File: src/rtl/neurotransmitter_scheduler.sv
// Neurotransmitter level scheduler.
// Holds five 2-bit transmitter levels and services one channel per scheduling slot in
// round-robin order (CORT, DOP, GABA, NE, SER). A serviced channel integrates its
// regulator requests in a pressure counter and moves its level one step when the counter
// reaches THRESH.
//
// Ports:
//   clk, rst                 clock, asynchronous active-high reset
//   enable                   run; low freezes divider, pointer, counters and levels
//   inc, dec, fast [4:0]     per-channel regulator requests (bit0 CORT .. bit4 SER)
//   load, load_value [9:0]   synchronous reload of all levels (wins over service)
//   neurotransmitter_level   packed levels, channel c at [2c+1:2c]
//   update_strobe            one-cycle pulse, a level changed on the previous edge
//   update_ch [2:0]          channel of the last level change (held between strobes)
//   round_done               one-cycle pulse after channel 4 has been serviced
module neurotransmitter_scheduler #(
  parameter int unsigned TICK_DIV    = 16,
  parameter int unsigned THRESH      = 4,
  parameter logic [9:0]  RESET_LEVEL = 10'h155
) (
  input  logic       clk,
  input  logic       rst,
  input  logic       enable,
  input  logic [4:0] inc,
  input  logic [4:0] dec,
  input  logic [4:0] fast,
  input  logic       load,
  input  logic [9:0] load_value,
  output logic [9:0] neurotransmitter_level,
  output logic       update_strobe,
  output logic [2:0] update_ch,
  output logic       round_done
);

  localparam int unsigned DivW = (TICK_DIV > 2) ? $clog2(TICK_DIV) : 1;
  localparam int unsigned CntW = 4;
  localparam logic [DivW-1:0] DivMax = DivW'(TICK_DIV - 1);
  localparam logic [CntW:0]   Thresh = (CntW + 1)'(THRESH);
  localparam logic [2:0]      LastCh = 3'd4;

  logic [DivW-1:0]           div_q, div_d;
  logic [2:0]                ptr_q, ptr_d;
  logic [4:0][CntW-1:0]      cnt_q, cnt_d;
  logic [4:0]                up_q, up_d;
  logic [9:0]                level_q, level_d;
  logic                      strobe_q, strobe_d;
  logic [2:0]                ch_q, ch_d;
  logic                      round_q, round_d;

  logic                      service;
  logic                      req_up, req_dn;
  logic [3:0]                lvl_idx;
  logic [1:0]                cur_lvl;
  logic [CntW:0]             step, sum;

  assign service = enable && (div_q == DivMax);
  assign req_up  = inc[ptr_q] & ~dec[ptr_q];
  assign req_dn  = dec[ptr_q] & ~inc[ptr_q];
  assign lvl_idx = {ptr_q, 1'b0};
  assign cur_lvl = level_q[lvl_idx +: 2];
  assign step    = fast[ptr_q] ? (CntW + 1)'(2) : (CntW + 1)'(1);
  // One bit wider than the counter so the threshold compare never sees a wrapped sum.
  assign sum     = {1'b0, cnt_q[ptr_q]} + step;

  always_comb begin
    div_d    = div_q;
    ptr_d    = ptr_q;
    cnt_d    = cnt_q;
    up_d     = up_q;
    level_d  = level_q;
    strobe_d = 1'b0;
    round_d  = 1'b0;
    ch_d     = ch_q;

    if (load) begin
      level_d = load_value;
      cnt_d   = '0;
      up_d    = '1;
      div_d   = '0;
      ptr_d   = '0;
    end else if (enable) begin
      div_d = service ? '0 : div_q + DivW'(1);
      if (service) begin
        ptr_d   = (ptr_q == LastCh) ? 3'd0 : ptr_q + 3'd1;
        round_d = (ptr_q == LastCh);
        if (req_up ^ req_dn) begin
          if (req_up != up_q[ptr_q]) begin
            // Reversal restarts integration in the new direction.
            up_d[ptr_q]  = req_up;
            cnt_d[ptr_q] = step[CntW-1:0];
          end else if (sum >= Thresh) begin
            cnt_d[ptr_q] = '0;
            // Saturated channels swallow the step without a strobe.
            if (req_up && (cur_lvl != 2'd3)) begin
              level_d[lvl_idx +: 2] = cur_lvl + 2'd1;
              strobe_d              = 1'b1;
              ch_d                  = ptr_q;
            end else if (req_dn && (cur_lvl != 2'd0)) begin
              level_d[lvl_idx +: 2] = cur_lvl - 2'd1;
              strobe_d              = 1'b1;
              ch_d                  = ptr_q;
            end
          end else begin
            cnt_d[ptr_q] = sum[CntW-1:0];
          end
        end else begin
          // Hold or conflicting requests drain the pressure.
          cnt_d[ptr_q] = '0;
        end
      end
    end
  end

  always_ff @(posedge clk or posedge rst) begin
    if (rst) begin
      div_q    <= '0;
      ptr_q    <= '0;
      cnt_q    <= '0;
      up_q     <= '1;
      level_q  <= RESET_LEVEL;
      strobe_q <= 1'b0;
      ch_q     <= '0;
      round_q  <= 1'b0;
    end else begin
      div_q    <= div_d;
      ptr_q    <= ptr_d;
      cnt_q    <= cnt_d;
      up_q     <= up_d;
      level_q  <= level_d;
      strobe_q <= strobe_d;
      ch_q     <= ch_d;
      round_q  <= round_d;
    end
  end

  assign neurotransmitter_level = level_q;
  assign update_strobe          = strobe_q;
  assign update_ch              = ch_q;
  assign round_done             = round_q;

endmodule

File: config.mk
export PLATFORM = sky130hd
export DESIGN_NAME = neurotransmitter_scheduler
export DESIGN_NICKNAME = d
export VERILOG_FILES = /design/src/rtl/neurotransmitter_scheduler.sv
export SDC_FILE = /design/constraint.sdc
export NUM_CORES = 1
export LEC_CHECK = 0
export BUFFER_PORTS_ARGS = -buffer_cell sky130_fd_sc_hd__buf_2
export CORE_ASPECT_RATIO = 0.6
export CORE_UTILIZATION = 45
export CTS_CLUSTER_DIAMETER = 100
export DETAILED_ROUTE_END_ITERATION = 10
export GPL_TIMING_DRIVEN = 0
export PLACE_DENSITY = 0.68
export SYNTH_ARGS = -nofsm -noshare
export SYNTH_HDL_FRONTEND = slang
export SYNTH_SLANG_ARGS = --single-unit
File: constraint.sdc
create_clock -name clk -period 3.3 [get_ports clk]
set_input_delay 0.165 -clock clk [delete_from_list [all_inputs] [get_ports clk]]
set_output_delay 0.165 -clock clk [all_outputs]
set_load 0.01 [all_outputs]
# Word level (Yosys, flattened, before mapping)
# Index checks and enable logic that the tools add are counted.
# Widths: inputs -> output; s select.
[classes] shifts=4 add_sub_neg=6 reduce_logical=16 bitwise_logic=9 muxes=59 n_lt_le_gt_ge=3 n_eq_ne=5
[ops] cell="$mux 20" count=6
[ops] cell="$mux 10" count=8
[ops] cell="$bwmux 20" count=2
[ops] cell="$mux 5" count=5
[ops] cell="$and 20x20->20" count=1
[ops] cell="$bwmux 10" count=2
[ops] cell="$mux 4" count=5
[ops] cell="$not 20->20" count=1
[ops] cell="$shiftx 2x6->10" count=2
[ops] cell="$mux 3" count=6
[ops] cell="$mux 1" count=16
[ops] cell="$reduce_bool 2->1" count=7
[ops] cell="$bmux 1 s3" count=4
[ops] cell="$bmux 4 s3" count=1
[ops] cell="$demux 4 s3" count=1
[ops] cell="$shift 2x6->10 const A" count=1
[ops] cell="$shiftx 10x5->2" count=1
[ops] cell="$reduce_and 7->1" count=1
[ops] cell="$neg 4->6" count=1
[ops] cell="$reduce_and 6->1" count=1
[ops] cell="$add 4x2->5" count=1
[ops] cell="$bwmux 5" count=1
[ops] cell="$ge 5x3->1 const B" count=1
[ops] cell="$add 4x1->4 const B" count=1
[ops] cell="18 further kinds" count=26
[word_totals] word_cells=114 input_bits=29 register_bits=47 output_inout_bits=15

# Longest topological paths before layout
[logic_depth] depth_word=13 ltp_mapped=17 depth_no_buf=14

# Worst setup path before layout
# Ideal clock, no wire load.
[synth_timing] path_type="register to register" startpoint="register ptr_q[1]" endpoint="register cnt_q[17] (netlist bit)" period_less_slack_ns=3.541 t_arrival_ns=3.465 path_buffers=2 setup_time_ns=0.076 path_slack_ns=-0.241 required_ns=3.224 path_stages_with_launch=15 path_cell_list="dfrtp_1 -> buf_2 -> buf_2 -> inv_2 -> nor3_1 -> a221o_1 -> ha_1 -> inv_1 -> fa_1 -> a211oi_1 -> o21ai_1 -> a211o_1 -> or4_1 -> and3_1 -> o21ai_1"
[synth_via] elab_chain_len=12 elab_cells_between_ends=34 classes_between="add/sub (1); order compare (3); eq/ne (1); mux (21); bitwise (7); reduce/logical (1)"
[synth_lines] element="start, declared" line_no="42" source="logic [2:0] ptr_q, ptr_d;"
[synth_lines] element="start signal, assigned" line_no="126" source="ptr_q <= ptr_d;"
[synth_lines] element="parallel branches: the longest is 8 deep, another holds $add 4x2->5"
[synth_lines] element="$mux 20 (*)" line_no="86" source="if (req_up ^ req_dn) begin"
[synth_lines] element="$mux 20 (*)" line_no="83" source="if (service) begin"
[synth_lines] element="$mux 20 (*)" line_no="81" source="end else if (enable) begin"
[synth_lines] element="$mux 20 (*)" line_no="75" source="if (load) begin"
[synth_lines] element="end signal, assigned" line_no="127" source="cnt_q <= cnt_d;"
[synth_lines] element="end, declared" line_no="43" source="logic [4:0][CntW-1:0] cnt_q, cnt_d;"
# Mark *: on every way between the ends. The select of a mux whose other input is x is not followed.
# A chain may end at the register's enable or synchronous reset.

# Final worst setup path
[layout_timing] startpoint="register ptr_q[0]" endpoint="register level_q[4] (netlist: neurotransmitter_level[4])"
[layout_via] elab_chain_len=12 elab_cells_between_ends=45 classes_between="add/sub (4); order compare (1); eq/ne (3); shift (4); mux (21); bitwise (5); reduce/logical (7)"
[layout_lines] element="$shiftx 10x5->2 or $bmux 1 s3 (tied branches)" line_no="60, 57, 58"
[layout_lines] element="$sub 2x1->2 or $mux 1 (tied branches)" line_no="99, 57, 58"
[layout_lines] element="$shiftx 2x6->10 or $not 1->1 (tied branches)" line_no="99, 57"
[layout_lines] element="$bwmux 10 or $and 1x1->1 (tied branches)" line_no="99, 57"
[layout_lines] element="$mux 10 or $logic_and 1x1->1 (tied branches)" line_no="98, 94"
[layout_lines] element="$mux 10" line_no="94" source="if (req_up && (cur_lvl != 2'd3)) begin"
[layout_lines] element="$mux 10" line_no="91" source="end else if (sum >= Thresh) begin"
[layout_lines] element="$mux 10" line_no="87" source="if (req_up != up_q[ptr_q]) begin"
[layout_lines] element="$mux 10" line_no="86"
[layout_lines] element="$mux 10" line_no="83"
[layout_lines] element="$mux 10" line_no="81"
[layout_lines] element="$mux 10" line_no="75"
[layout_lines] element="end signal, assigned" line_no="129" source="level_q <= level_d;"
[layout_lines] element="end, declared" line_no="45" source="logic [9:0] level_q, level_d;"
# Parallel ways exist; a longest one is shown, timed or not. The select of a mux whose other input is x is not followed.

==> summary.txt <==
Status
  – Status: finished, violations left
  – Violated checks: negative setup slack

STA
  – FMAX: 292 MHz
  – RSZ-0062 raised after global routing: yes
  – Slew Viols, Final: 0
  – Final hold vios: 0
  – Crit share post-route: 1.04
  – Worst hold slack: 43.8 ps
  – Final WS setup: -129 ps
  – Final clock skew: 4.26 ps
  – Final setup fails: 14
  – Slew HR: 0.555
  – Final min period: 3430 ps
  – Worst Tran Pin Value: 663 ps

Floorplanning
  – Die X: 106 µm
  – I/O pins: 44
  – Initial core utilization: 0.474
  – Row count: 22
  – Core region area: 0.00622 mm²
  – DIE AREA: 0.00689 mm²
  – Die height: 64.7 µm

Finish
  – Layout Utilization: 0.643
  – Area grow syn2layout: 35.8%
  – Nets: 431
  – Fin area: about 0.0040 mm²
  – Ratio of cells with drive above 1 in the final layout: 0.362
  – Antenna cell count: 0

GRT
  – Global-route wire length before repair: about 15 mm
  – Initial antenna violation count: 0
  – GRT Util Overall: 0.287
  – Largest net degree at the start of global routing: 30
  – Vias in the first global route: between 2000 and 3000
  – Global route total overflow: 0

Placed design
  – GPL Wtd Cong: between 0.9 and 1
  – I/O Buffers: 42
  – Pre-CTS WS: -587 ps
  – Post-DP Area: 0.00331 mm²
  – HPWL Detailed: between 6 and 7 mm

Job
  – Max-cap violation count: 0

CTS
  – Root Buffer: clkbuf_8
  – CTS Sinks: 47
  – Clock Path Buffers: 2
  – CTS tree: yes
  – H-tree lvl count: 2
  – Num CTS Buffers: 5
  – Worst-path clk slew: 90 ps
  – Clock latency on the worst-skew pair: 320 ps

Power and ir drop
  – Sw frac: 0.263
  – Comb pwr share: 0.135
  – Clock power share: 0.371
  – Net Sw Power: ~320 µW
  – Power density over the cells: 308 mW/mm²
  – Lkg Pwr: 1.81 nW
  – Internal: about 910 µW
  – Seq pwr share: 0.493
  – Max IR drop VDD: between 0.2 and 0.3 mV

Yosys
  – Flops & latches, synth: between 40 and 50
  – Post-synth ARST share: 1.00
  – Net Count, Synth: approximately 350
  – Seq/Total Area, Yosys: 0.403
  – Post-synth top area share: 0.314
  – Ranking of synthesized cells by area: dfrtp_1 (31%), mux2i_1 (9.2%), dfstp_2 (8.9%)
  – Post-synth EDFFs: 0
  – Leading cell types by count after synthesis: dfrtp_1 (37), mux2i_1 (27), nand2_1 (26)
  – Avg Inst Size Synth: 9.54 µm²
  – Synth Cell Area: 0.00295 mm²
  – Yosys top cell by area: dfrtp_1
  – Library cells used by synthesis: 52
  – Dominant synthesized flop cell: dfrtp_1
  – Synth warnings: 0
  – Most common cell in the netlist: dfrtp_1
  – Gate Count Post-Synth: 309

Worst setup path
  – Reg2Reg Launch Point: ptr_q[0]
  – R2R Setup Slk: -130 ps
  – Register-to-Register Path Depth: 16
  – Critical path class: reg -> reg
  – Crit path arrival time: 3670 ps
  – Crit path launch type: flop
  – CP endpoint kind: flop
  – Worst reg2reg endpoint: neurotransmitter_level[4]
  – WP data required: 3540 ps
  – Worst Path Max Fanout: 7

Routing
  – Vias: 2960
  – Initial drt markers: 300
  – Drt via density: ~6.3
  – DR pass1 iterations: 7
  – Routed wire per std cell: approximately 20 µm
  – DR DRC count: 0
  – Routed WL: 9.58 mm
  – Antenna Violating Nets Remaining: 0

Worst hold path
  – Min-Delay Endpoint: neurotransmitter_level[8]
  – Hold wc startpoint: load_value[8]
  – Worst Hold Class: in -> reg
  – Worst Hold Depth: 3
kinds of logic (layout without fill, tap and decap cells):
group,count (synthesis),count (layout),synth area share
AOI/OAI and AO/OA,63,63,0.144
DFF,47,47,0.403
adders and majority gates,14,14,0.0620
and+or+nand+nor,114,114,0.214
xor gates and xnor gates,6,6,0.0178
muxes,32,32,0.111
buffers and inverters,33,113,0.0488
state kept, by name (all words and copies together), names as in the netlist:
register and flops:
cnt_q 20, div_q 4, neurotransmitter_level 10, ptr_q 3, round_done 1, up_q 5, update_ch 3, update_strobe 1
final cells by class:
| type | instances | area [µm²] |
|---|---|---|
| inverters | 14 | 56.3 |
| plain buffers | 16 | 163 |
| repair buffers | 75 | 537 |
| clock inverters | 2 | 35.0 |
| clock buffers | 6 | 82.6 |
| flip-flops and latches | 47 | 1190 |
| fillers | 513 | 2220 |
| multi-input cells | 229 | 1830 |
| well taps | 84 | 105 |
placed cells by master, fill, tap and decap left out, types with 5 or more instances in the layout:
cell and n:
nand3_1 18, o21ai_1 13, clkbuf_1 5, nor2_1 10
buf_2 43, buf_6 8, dfstp_2 10, ha_1 10
nand4_1 9, buf_12 6, a21oi_1 12, nand2_1 23
and2_1 7, inv_1 10, dfrtp_1 34, o21ai_0 5
buf_4 22, o21ai_2 5, clkbuf_8 7, nor3b_1 10
nand2b_1 6, mux2i_1 25, nor3_1 5
power by group through the flow:
stage	Sequential (mW)	Combinational (mW)	Clock (mW)
6_report	0.608	0.167	0.458
5_1_grt	0.610	0.180	0.485
4_1_cts	0.607	0.147	0.459
3_5_place_dp	0.617	0.141	0
3_3_place_gp	0.617	0.135	0
2_1_floorplan	0.621	0.0762	0
critical path, cell delays in order (launching register included):
cell and delay, ps:
dfrtp_2 470, clkbuf_16 180, nor3_4 230, buf_8 160
nand2_4 50, o21ai_2 70, a221o_1 140, ha_2 190
inv_2 40, fa_2 390, a211oi_2 190, o21ai_1 110
a211o_4 380, nor4b_4 160, buf_6 160, nand4_1 180
mux2i_1 240
stage by stage:
| stage | TNS (ps) | std cells | power, mW |
|---|---|---|---|
| floorplan | 0 | 309 | 0.697 |
| global placement | -9820 | 435 | 0.752 |
| detailed placement | -11100 | 436 | 0.758 |
| CTS | -155 | 468 | 1.21 |
| global route | -2940 | 473 | 1.27 |
| finish | -855 | 473 | 1.23 |
metal layers:
layer	part of all wire	global-route usage	routed length, µm	vias to the layer above
li1	-	-	-	1294
met1	0.44	0.417	4210	1443
met2	0.42	0.411	4020	194
met3	0.12	0.0905	1140	29
met4	0.022	0.0753	214	0
met5	0	0	0	-
how the worst max path moves through the flow:
stage | start | slack [ps] | to | cells after the start
final | ptr_q[0] | -130 | neurotransmitter_level[4] | 16
after global routing | ptr_q[0] | -230 | neurotransmitter_level[4] | 16
after CTS | ptr_q[0] | -60 | neurotransmitter_level[4] | 17
after detailed placement | ptr_q[2] | -590 | neurotransmitter_level[4] | 13
after global placement | ptr_q[0] | -500 | neurotransmitter_level[5] | 14
after floorplan | ptr_q[0] | 20 | cnt_q[17] | 16
timing repair:
item	4_1_cts	5_1_grt
setup buffers	22	8
pin swaps	12	21
hold buffers	1	0
gates resized for setup	38	39
endpoints found under the hold margin	10	0
setup endpoints to repair	28	28
gates cloned	1	0
No activity file was read; power rests on OpenSTA's default activity.
